**config.mk**
```make
export PLATFORM = sky130hd
export DESIGN_NAME = bram_1p_arbiter_flat
export DESIGN_NICKNAME = d
export VERILOG_FILES = /design/src/rtl/bram_1p_arbiter_if.sv /design/src/rtl/bram_1p_arbiter.sv /design/src/flat_wrapper.sv
export SDC_FILE = /design/constraint.sdc
export NUM_CORES = 1
export LEC_CHECK = 0
export CORE_MARGIN = 2
export CORE_UTILIZATION = 39
export CTS_BUF_LIST = sky130_fd_sc_hd__clkbuf_4 sky130_fd_sc_hd__clkbuf_8
export CTS_CLUSTER_SIZE = 8
export DETAILED_ROUTE_END_ITERATION = 8
export PLACE_DENSITY = 0.93
export SLEW_MARGIN = 20
export SYNTH_ARGS = -nofsm -noshare
export SYNTH_HDL_FRONTEND = slang
export SYNTH_SLANG_ARGS = --single-unit
```
**constraint.sdc**
```tcl
create_clock -name clk_i -period 4.2 [get_ports clk_i]
set_clock_uncertainty 0.15 [all_clocks]
set_input_delay 0.84 -clock clk_i [delete_from_list [all_inputs] [get_ports clk_i]]
set_output_delay 0.84 -clock clk_i [all_outputs]
set_load 0.02 [all_outputs]
```
**src/rtl/bram_1p_arbiter_if.sv**
```systemverilog
`default_nettype none
// ============================================================================
//  Module      : bram_1p_arbiter_if
//  Description : Bundle of the requester, clear-control and BRAM-side signals
//                of bram_1p_arbiter.
//                slave  - arbiter view: takes requests, clear_i, mem_data_i;
//                         drives grants, read returns, status, BRAM controls.
//                master - environment view: requesters plus the attached BRAM.
//  Revision    : 1.0  initial release
// ============================================================================
interface bram_1p_arbiter_if #(
  parameter int RAM_WIDTH     = 8,
  parameter int RAM_ADDR_BITS = 10
);
  // Requester A / B
  logic                     a_req_i,    b_req_i;
  logic                     a_we_i,     b_we_i;
  logic [RAM_ADDR_BITS-1:0] a_addr_i,   b_addr_i;
  logic [RAM_WIDTH-1:0]     a_data_i,   b_data_i;
  logic                     a_gnt_o,    b_gnt_o;
  logic                     a_rvalid_o, b_rvalid_o;
  logic [RAM_WIDTH-1:0]     rdata_o;
  // Clear control
  logic                     clear_i;
  logic                     busy_o;
  logic                     done_o;
  // BRAM port
  logic                     mem_en_o;
  logic                     mem_we_o;
  logic [RAM_ADDR_BITS-1:0] mem_addr_o;
  logic [RAM_WIDTH-1:0]     mem_data_o;
  logic [RAM_WIDTH-1:0]     mem_data_i;

  modport slave (
    input  a_req_i, b_req_i, a_we_i, b_we_i, a_addr_i, b_addr_i,
           a_data_i, b_data_i, clear_i, mem_data_i,
    output a_gnt_o, b_gnt_o, a_rvalid_o, b_rvalid_o, rdata_o,
           busy_o, done_o, mem_en_o, mem_we_o, mem_addr_o, mem_data_o
  );

  modport master (
    output a_req_i, b_req_i, a_we_i, b_we_i, a_addr_i, b_addr_i,
           a_data_i, b_data_i, clear_i, mem_data_i,
    input  a_gnt_o, b_gnt_o, a_rvalid_o, b_rvalid_o, rdata_o,
           busy_o, done_o, mem_en_o, mem_we_o, mem_addr_o, mem_data_o
  );
endinterface
`default_nettype wire

```
**src/rtl/bram_1p_arbiter.sv**
```systemverilog
`default_nettype none
// ============================================================================
//  Module      : bram_1p_arbiter
//  Description : Round-robin arbiter sharing one single-port BRAM between two
//                requesters, with a zero-fill (clear) sequence.
//  Ports       : clk_i  - clock, all state changes on posedge
//                rst_i  - asynchronous active-high reset
//                bus    - bram_1p_arbiter_if.slave: requests/grants, read
//                         return, clear/busy/done, BRAM controls and data
//  Revision    : 1.0  initial release
// ============================================================================
module bram_1p_arbiter #(
  parameter int RAM_WIDTH     = 8,
  parameter int RAM_ADDR_BITS = 10
) (
  input  wire logic          clk_i,
  input  wire logic          rst_i,
  bram_1p_arbiter_if.slave   bus
);

  localparam logic [0:0] ARB   = 1'b0;
  localparam logic [0:0] CLEAR = 1'b1;

  localparam logic [RAM_ADDR_BITS-1:0] LAST_ADDR = '1;

  logic [0:0]               state;
  logic [RAM_ADDR_BITS-1:0] cnt;
  logic                     prefer_a;   // 1: A wins a tie
  logic                     a_rvalid;
  logic                     b_rvalid;
  logic                     done;

  logic                     arb_active;
  logic                     a_gnt;
  logic                     b_gnt;
  logic                     in_clear;

  // Grants only in ARB, never in the cycle that launches a clear, and never
  // while reset is held (reset is asynchronous, so gate combinationally too).
  assign arb_active = (state == ARB) && !bus.clear_i && !rst_i;
  assign a_gnt      = arb_active && bus.a_req_i && (!bus.b_req_i ||  prefer_a);
  assign b_gnt      = arb_active && bus.b_req_i && (!bus.a_req_i || !prefer_a);
  assign in_clear   = (state == CLEAR) && !rst_i;

  always_comb begin
    bus.mem_en_o   = 1'b0;
    bus.mem_we_o   = 1'b0;
    bus.mem_addr_o = bus.a_addr_i;
    bus.mem_data_o = bus.a_data_i;
    if (in_clear) begin
      bus.mem_en_o   = 1'b1;
      bus.mem_we_o   = 1'b1;
      bus.mem_addr_o = cnt;
      bus.mem_data_o = {RAM_WIDTH{1'b0}};
    end else if (a_gnt) begin
      bus.mem_en_o   = 1'b1;
      bus.mem_we_o   = bus.a_we_i;
    end else if (b_gnt) begin
      bus.mem_en_o   = 1'b1;
      bus.mem_we_o   = bus.b_we_i;
      bus.mem_addr_o = bus.b_addr_i;
      bus.mem_data_o = bus.b_data_i;
    end
  end

  always_ff @(posedge clk_i or posedge rst_i) begin
    if (rst_i) begin
      state    <= ARB;
      cnt      <= '0;
      prefer_a <= 1'b1;
      a_rvalid <= 1'b0;
      b_rvalid <= 1'b0;
      done     <= 1'b0;
    end else begin
      // Read returns are launched from this cycle's grant regardless of any
      // clear request arriving next cycle.
      a_rvalid <= a_gnt && !bus.a_we_i;
      b_rvalid <= b_gnt && !bus.b_we_i;
      done     <= 1'b0;
      if (a_gnt || b_gnt) begin
        prefer_a <= b_gnt;
      end
      case (state)
        ARB: begin
          if (bus.clear_i) begin
            state <= CLEAR;
            cnt   <= '0;
          end
        end
        CLEAR: begin
          // Counter parks at LAST_ADDR; the next clear reloads it.
          if (cnt == LAST_ADDR) begin
            state <= ARB;
            done  <= 1'b1;
          end else begin
            cnt <= cnt + 1'b1;
          end
        end
        default: state <= ARB;
      endcase
    end
  end

  assign bus.a_gnt_o    = a_gnt;
  assign bus.b_gnt_o    = b_gnt;
  assign bus.a_rvalid_o = a_rvalid;
  assign bus.b_rvalid_o = b_rvalid;
  assign bus.rdata_o    = bus.mem_data_i;
  assign bus.busy_o     = (state == CLEAR);
  assign bus.done_o     = done;

endmodule
`default_nettype wire

```
**src/flat_wrapper.sv**
```systemverilog
// flat-port wrapper written by rule: the top's interface ports become plain ports
module bram_1p_arbiter_flat 
#(
  parameter int RAM_WIDTH     = 8,
  parameter int RAM_ADDR_BITS = 10
)
  (clk_i, rst_i, bus_a_req_i, bus_b_req_i, bus_a_we_i, bus_b_we_i, bus_a_addr_i, bus_b_addr_i, bus_a_data_i, bus_b_data_i, bus_clear_i, bus_mem_data_i, bus_a_gnt_o, bus_b_gnt_o, bus_a_rvalid_o, bus_b_rvalid_o, bus_rdata_o, bus_busy_o, bus_done_o, bus_mem_en_o, bus_mem_we_o, bus_mem_addr_o, bus_mem_data_o);
  bram_1p_arbiter_if #(.RAM_WIDTH(RAM_WIDTH), .RAM_ADDR_BITS(RAM_ADDR_BITS)) bus_i ();
  input  wire logic clk_i;
  input  wire logic rst_i;
  input wire logic [$bits(bus_i.a_req_i)-1:0] bus_a_req_i;
  input wire logic [$bits(bus_i.b_req_i)-1:0] bus_b_req_i;
  input wire logic [$bits(bus_i.a_we_i)-1:0] bus_a_we_i;
  input wire logic [$bits(bus_i.b_we_i)-1:0] bus_b_we_i;
  input wire logic [$bits(bus_i.a_addr_i)-1:0] bus_a_addr_i;
  input wire logic [$bits(bus_i.b_addr_i)-1:0] bus_b_addr_i;
  input wire logic [$bits(bus_i.a_data_i)-1:0] bus_a_data_i;
  input wire logic [$bits(bus_i.b_data_i)-1:0] bus_b_data_i;
  input wire logic [$bits(bus_i.clear_i)-1:0] bus_clear_i;
  input wire logic [$bits(bus_i.mem_data_i)-1:0] bus_mem_data_i;
  output wire logic [$bits(bus_i.a_gnt_o)-1:0] bus_a_gnt_o;
  output wire logic [$bits(bus_i.b_gnt_o)-1:0] bus_b_gnt_o;
  output wire logic [$bits(bus_i.a_rvalid_o)-1:0] bus_a_rvalid_o;
  output wire logic [$bits(bus_i.b_rvalid_o)-1:0] bus_b_rvalid_o;
  output wire logic [$bits(bus_i.rdata_o)-1:0] bus_rdata_o;
  output wire logic [$bits(bus_i.busy_o)-1:0] bus_busy_o;
  output wire logic [$bits(bus_i.done_o)-1:0] bus_done_o;
  output wire logic [$bits(bus_i.mem_en_o)-1:0] bus_mem_en_o;
  output wire logic [$bits(bus_i.mem_we_o)-1:0] bus_mem_we_o;
  output wire logic [$bits(bus_i.mem_addr_o)-1:0] bus_mem_addr_o;
  output wire logic [$bits(bus_i.mem_data_o)-1:0] bus_mem_data_o;
  assign bus_i.a_req_i = bus_a_req_i;
  assign bus_i.b_req_i = bus_b_req_i;
  assign bus_i.a_we_i = bus_a_we_i;
  assign bus_i.b_we_i = bus_b_we_i;
  assign bus_i.a_addr_i = bus_a_addr_i;
  assign bus_i.b_addr_i = bus_b_addr_i;
  assign bus_i.a_data_i = bus_a_data_i;
  assign bus_i.b_data_i = bus_b_data_i;
  assign bus_i.clear_i = bus_clear_i;
  assign bus_i.mem_data_i = bus_mem_data_i;
  assign bus_a_gnt_o = bus_i.a_gnt_o;
  assign bus_b_gnt_o = bus_i.b_gnt_o;
  assign bus_a_rvalid_o = bus_i.a_rvalid_o;
  assign bus_b_rvalid_o = bus_i.b_rvalid_o;
  assign bus_rdata_o = bus_i.rdata_o;
  assign bus_busy_o = bus_i.busy_o;
  assign bus_done_o = bus_i.done_o;
  assign bus_mem_en_o = bus_i.mem_en_o;
  assign bus_mem_we_o = bus_i.mem_we_o;
  assign bus_mem_addr_o = bus_i.mem_addr_o;
  assign bus_mem_data_o = bus_i.mem_data_o;
  bram_1p_arbiter #(.RAM_WIDTH(RAM_WIDTH), .RAM_ADDR_BITS(RAM_ADDR_BITS)) u_core (.clk_i(clk_i), .rst_i(rst_i), .bus(bus_i));
endmodule
```
==> results of run 1 <==
==> placed cells by master (no fill, tap or decap), types with 2 or more instances in the layout <==
cell             instances
and3_1                   3
mux2i_1                 12
o21ai_1                  4
a21oi_1                 10
a21o_1                   3
nand2_1                 35
o21ai_0                  9
buf_4                    3
nand3_1                  5
clkbuf_4                 3
nand2b_1                 3
clkdlybuf4s50_1         68
and4_4                   2
nor2_1                   5
a31oi_1                  2
inv_1                    5
dfrtp_1                 14
==> state kept, by name, indices dropped and copies added, names as in the netlist <==
signal and cells:
u_core.bus.done_o 1, u_core.cnt 10, u_core.bus.a_rvalid_o 1, u_core.bus.busy_o 1, u_core.bus.b_rvalid_o 1, u_core.prefer_a 1
==> kinds of logic (layout without fill, tap and decap cells) <==
group / after synthesis / count (layout)
and+or+nand+nor: 65 / 65
AOI/OAI and AO/OA: 35 / 35
buffers and inverters: 21 / 80
DFF: 15 / 15
muxes: 12 / 12
adders and majority gates: 1 / 1
xor gates and xnor gates: 1 / 1
==> report_power, final <==
part | internal, W | switching [W]
Sequential | 0.000184 | 0.0000665
Combinational | 0.000142 | 0.000120
Clock | 0.0000362 | 0.0000514
Total | 0.000363 | 0.000238
==> metrics by stage <==
step	util	power, W	instance area [sq um]
detailed placement	0.617	0.000514	1840
global route	0.627	0.000644	1870
CTS	0.627	0.000603	1870
floorplan	-	0.000399	1190
finish	0.627	0.000601	1870
global placement	0.617	0.000504	1840
==> layer usage <==
metal	global-route usage	routed length, um
met5	0	0
met3	0.0590	416
met2	0.281	1410
met4	0.0487	16
met1	0.211	1240
==> final cells by class <==
| type | count | share of cell area |
|---|---|---|
| Timing Repair Buffer | 71 | 0.376 |
| Multi-Input combinational cell | 114 | 0.374 |
| Sequential cell | 15 | 0.202 |
| Tap cell | 33 | 0.0221 |
| Clock buffer | 3 | 0.0121 |
| Inverter | 5 | 0.0100 |
| Clock inverter | 1 | 0.00402 |
==> worst register-to-register path, stage by stage (launching register included) <==
cell	delay (ns)
dfrtp_1	0.70
nand3_1	0.25
nor2_2	0.24
o2111ai_1	0.13
a31o_2	0.26
==> worst paths after layout <==
path / to / cells past startpoint
min in group asynchronous: u_core.cnt[3]$_DFFE_PP0P_ / 2
max in group asynchronous: u_core.cnt[9]$_DFFE_PP0P_ / 2
max reg2reg: u_core.cnt[7]$_DFFE_PP0P_ / 4
min reg2reg: u_core.prefer_a$_DFFE_PP1P_ / 2
max: bus_mem_addr_o[6] / 7
min: u_core.prefer_a$_DFFE_PP1P_ / 2
==> key figures, run 1 <==
Logic synthesis
  – Ys async rst share: 1.00
  – Post-synthesis sequential area ratio: 0.316
  – Seq cells post-synth: 15
  – Largest family of logic cells by synthesized area: simple AND/OR/NAND/NOR gates
  – Most common cell in the synthesized netlist: nand2_1
  – Yosys warnings: 0
  – Post-synth EDFFs: 0
  – Syn_area_per_cell: between 7 and 8 sq um
  – XOR/XNOR Fraction of Synth Area: 0.00734
  – Mapped Nets: 202
  – Yosys top cell area share: 0.294
  – Simple-gate portion of the synthesized area: 0.287
  – Multiplexer area fraction after synthesis: 0.101
  – Post-synth top cells: 35 x nand2_1, 14 x dfrtp_1, 12 x mux2i_1, 10 x a21oi_1
  – Compound-Gate Fraction of Synth Area: 0.177
  – Synth area leader: dfrtp_1
  – Synth Instances: 150
  – Post-Syn Area: approximately 1200 sq um
  – Top FF cell, synth: dfrtp_1
  – Adder-Cell Fraction of Synth Area: 0.0105
  – Top post-synthesis cells by area: dfrtp_1 29%, nand2_1 11%, mux2i_1 10%
  – Distinct cells, synth: 39

Finish
  – Nets: approximately 260
  – # diodes: 0
  – Fin cells: 242
  – Filler cells: 251
  – Multi-input logic area: 698 sq um
  – P&R area growth vs syn: 56.5%
  – Share of cells above drive strength 1: 0.0813
  – Reg area: approximately 380 sq um

Floorplanning
  – Placement Rows: 20
  – Die span in x: ~60 um
  – Total die area: 3520 sq um
  – Core area: 2980 sq um
  – Initial core utilization: 0.401
  – Die Y: 59.3 um
  – I/O Pins: 85

STA
  – Worst slew margin: 0.616
  – Hold WS: 0.325 ns
  – Worst-Margin Slew: 0.575 ns
  – Final setup fails: 0
  – Final worst-path cycle share: 0.897
  – Slew Viols, Final: 0
  – Worst Slack Setup Final: 0.431 ns
  – Hold Fails Final Rpt: 0
  – F_max: approximately 0.27 GHz
  – Setup TNS: 0 ns
  – Final worst path period need: 3.77 ns
  – RSZ-0062 raised after global routing: no

Setup path
  – Arrival @ worst endpoint: about 2.8 ns
  – Class of the most critical setup path: input port to primary output
  – CP peak stage delay: 0.62 ns
  – Worst Path Max Fanout: 13
  – CP bufs+invs: 3
  – FF-to-FF setup slack: 2.36 ns
  – Cell mode on critical path: clkdlybuf4s50_1
  – Top Family by Delay on Critical Path: buffers and inverters
  – Worst Path Required: 3.21 ns
  – Critical path startpoint category: input port
  – Reg-to-reg startpoint: u_core.bus.busy_o$_DFF_PP0_
  – CP Launch Point: bus_clear_i
  – Critical-path cell with the highest stage delay: clkdlybuf4s50_1
  – Cells along the critical path: clkdlybuf4s50_1 -> nor3_4 -> nand3_2 -> buf_4 -> mux2i_1 -> o21ai_0 -> clkdlybuf4s50_1
  – Worst Setup End Kind: primary output

Global routing
  – Congestion Overflow GR: 0
  – Initial antenna violation count: 0
  – Largest net degree at the start of global routing: 24
  – GRT Total Usage: 0.171
  – First-pass GRT wire length: 4710 um
  – Vias in the first global route: 1088

CTS
  – Post-CTS setup buffers: 0
  – Clock-pin slew of the registers on the worst-case setup and hold paths: approximately 0.1 ns
  – Clk Latency, worst-skew pair: 0.29 ns
  – Clock Path Buffers: 2
  – CTS Buf Count: 3
  – Clock sink total: 15
  – Root Buffer: clkbuf_4
  – # H-tree levels: 1
  – CTS resizes: 0
  – TritonCTS clock tree: built
  – Hold_buf cts: 0

Detailed routing
  – Routed Antenna Nets: 0
  – DR iter-0 viols: 70
  – WL/cell: 12.7 um
  – Vias: between 1000 and 1500
  – Routed vias/inst: 5.26
  – First-pass DRT Iterations: 5
  – # DRC: 0
  – Final WL: just over 3000 um

Place
  – Post-Place Setup Slack: approximately 0.42 ns
  – Dpl hpwl: 2470 um
  – Placed cell count: 238
  – Final estimated routing congestion in global placement: 0.861
  – Port buffer count: 68

Worst hold path
  – Hold Crit Start: u_core.prefer_a$_DFFE_PP1P_
  – Worst min path class: flop to flop

Pwr
  – Worst vdd ir: roughly 0.2 mV
  – Lkg Pwr: 0.875 nW
  – Cell Pwr Density: 322 nW/um^2

Run
  – Max-cap viol count: 0

Run status
  – Status: completed
Power figures use the tool's default switching activity.
==> run 2, diff against run 1 <==
==> constraint.sdc (replaced) <==
create_clock -name clk_i -period 4.46 [get_ports clk_i]
set_clock_uncertainty 0.15 [all_clocks]
set_input_delay 0.892 -clock clk_i [delete_from_list [all_inputs] [get_ports clk_i]]
set_output_delay 0.892 -clock clk_i [all_outputs]
set_load 0.02 [all_outputs]
==> key figures, run 2 (same netlist as run 1, synthesis figures left out) <==
CTS
  – Clock sink total: 15 (unchanged)
  – TritonCTS clock tree: built
  – Clock-pin slew of the registers on the worst-case setup and hold paths: 0.09 ns (about the same)
  – Clk Latency, worst-skew pair: 0.30 ns (about the same)
  – Hold_buf cts: 0 (unchanged)
  – Post-CTS setup buffers: 0 (unchanged)
  – # H-tree levels: 1 (unchanged)
  – Clock Path Buffers: 2 (unchanged)
  – CTS resizes: 0 (unchanged)
  – CTS Buf Count: 3 (unchanged)
  – Root Buffer: clkbuf_4

Place
  – Final estimated routing congestion in global placement: 0.855 (-0.70%)
  – Dpl hpwl: 2550 um (+2.9%)
  – Post-Place Setup Slack: 0.317 ns (-0.102 ns)
  – Port buffer count: 68 (unchanged)

Run
  – Max-cap viol count: 0 (unchanged)

Pwr
  – Tot Pwr: 0.000571 W (-5.0%)
  – Cell Pwr Density: 305 nW/um^2 (-5.2%)
  – Lkg Pwr: 0.881 nW (+0.70%)
  – Worst vdd ir: 0.300 mV (+47%)

Floorplanning
  – Die span in x: 59.3 um (unchanged)
  – I/O Pins: 85 (unchanged)
  – Core area: 2980 sq um (unchanged)
  – Die Y: 59.3 um (unchanged)
  – Initial core utilization: 0.401 (unchanged)
  – Total die area: 3520 sq um (unchanged)
  – Placement Rows: 20 (unchanged)

STA
  – Final setup fails: 0 (unchanged)
  – Worst-Margin Slew: 0.597 ns (+0.0217 ns)
  – Setup TNS: 0 ns (unchanged)
  – F_max: approximately 0.24 GHz
  – Worst Slack Setup Final: 0.324 ns (-0.107 ns)
  – RSZ-0062 raised after global routing: no
  – Final worst path period need: 4.14 ns
  – Hold Fails Final Rpt: 0 (unchanged)
  – Final worst-path cycle share: 0.927
  – Worst slew margin: 0.602 (-0.0145)
  – Slew Viols, Final: 0 (unchanged)

Setup path
  – Worst Path Max Fanout: 13 (unchanged)
  – R2R cell count: 4 (unchanged)
  – Critical path startpoint category: input port
  – Worst Setup End Kind: primary output
  – Arrival @ worst endpoint: 3.09 ns (+0.31 ns)
  – Class of the most critical setup path: input port to primary output
  – Worst Path Required: 3.42 ns (+0.21 ns)

Detailed routing
  – First-pass DRT Iterations: 4 (-1)
  – DR iter-0 viols: 44 (-37%)
  – Vias: 1258 (-1.2%)
  – WL/cell: 13.6 um (+7.0%)
  – Routed Antenna Nets: 0 (unchanged)
  – Final WL: 3280 um (+6.6%)
  – Routed vias/inst: 5.22 (-0.77%)
  – # DRC: 0 (unchanged)

Global routing
  – First-pass GRT wire length: 5030 um (+6.7%)
  – Vias in the first global route: 1103 (+1.4%)
  – Congestion Overflow GR: 0 (unchanged)
  – GRT Total Usage: 0.188 (+0.0178)
  – Initial antenna violation count: 0 (unchanged)
  – Largest net degree at the start of global routing: 24 (unchanged)

Finish
  – Nets: 261 (-0.38%)
  – P&R area growth vs syn: 56.7%
  – Reg area: 377 sq um (unchanged)
  – # diodes: 0 (unchanged)
  – Most common cell after layout, fill and taps aside: clkdlybuf4s50_1
  – Most frequent cells in the layout: 68 x clkdlybuf4s50_1, 35 x nand2_1, 14 x dfrtp_1
  – Multi-input logic area: 698 sq um (unchanged)
  – Max FFs per register: 10 (unchanged)
  – Filler cells: 267 (+6.4%)
  – Util after Layout: 0.628 (+0.000840)
  – Largest Register: u_core.cnt
  – Share of cells above drive strength 1: 0.0769 (-0.00442)

Worst hold path
  – Worst min path class: flop to flop
  – Worst Hold Depth: 2 (unchanged)

Run status
  – Status: completed
==> run 2: changes by cell type in the layout (fill, tap and decap cells not counted) <==
cell,previous run,this run
clkinvlp_4,1,0
buf_12,0,1
buf_4,3,1
clkinv_2,0,1
==> run 2: cell type report <==
class | instances | area share
tap | 33 | 0.0221
clock inverter | 1 | 0.00268
inverter | 5 | 0.0100
multi-input combinational | 114 | 0.373
sequential | 15 | 0.201
timing repair buffer | 70 | 0.379
clock buffer | 3 | 0.0120
==> run 2: worst max-delay path, stage by stage <==
cell and delay (ns):
clkdlybuf4s50_1 0.50, nor3_4 0.22, nand3_2 0.28, buf_12 0.25, mux2i_1 0.12, o21ai_0 0.17
clkdlybuf4s50_1 0.65
==> run 2: path summary, 6_finish.rpt <==
kind,startpoint,end,slack (ns)
worst min register to register,u_core.prefer_a$_DFFE_PP1P_,u_core.prefer_a$_DFFE_PP1P_,0.32
max in group asynchronous,rst_i,u_core.cnt[2]$_DFFE_PP0P_,2.81
worst max-delay path,rst_i,bus_mem_addr_o[6],0.32
worst min-delay path,u_core.prefer_a$_DFFE_PP1P_,u_core.prefer_a$_DFFE_PP1P_,0.32
min in group asynchronous,rst_i,u_core.bus.b_rvalid_o$_DFF_PP0_,0.96
worst max register to register,u_core.bus.busy_o$_DFF_PP0_,u_core.cnt[7]$_DFFE_PP0P_,2.60
==> run 2: metal layers <==
metal	up-vias	GRT usage	routed length (um)	part of all wire
met5	-	0	0	0
met4	0	0.0747	41	0.013
met3	3	0.0524	343	0.10
met2	62	0.314	1520	0.47
met1	560	0.228	1370	0.42
li1	633	-	-	-
==> run 2: stage by stage <==
| stage | std cells | hold slack (ns) | instance area, sq um |
|---|---|---|---|
| floorplan | 150 | 0.294 | 1190 |
| global placement | 237 | 0.315 | 1840 |
| detailed placement | 237 | 0.307 | 1840 |
| CTS | 241 | 0.323 | 1870 |
| global route | 241 | 0.354 | 1870 |
| finish | 241 | 0.321 | 1870 |
==> run 2: power by group <==
| part | internal [W] | switching (W) | leakage [nW] |
|---|---|---|---|
| sequential | 0.000173 | 0.0000644 | 0.180 |
| combinational | 0.000134 | 0.000115 | 0.683 |
| clock | 0.0000335 | 0.0000502 | 0.0177 |
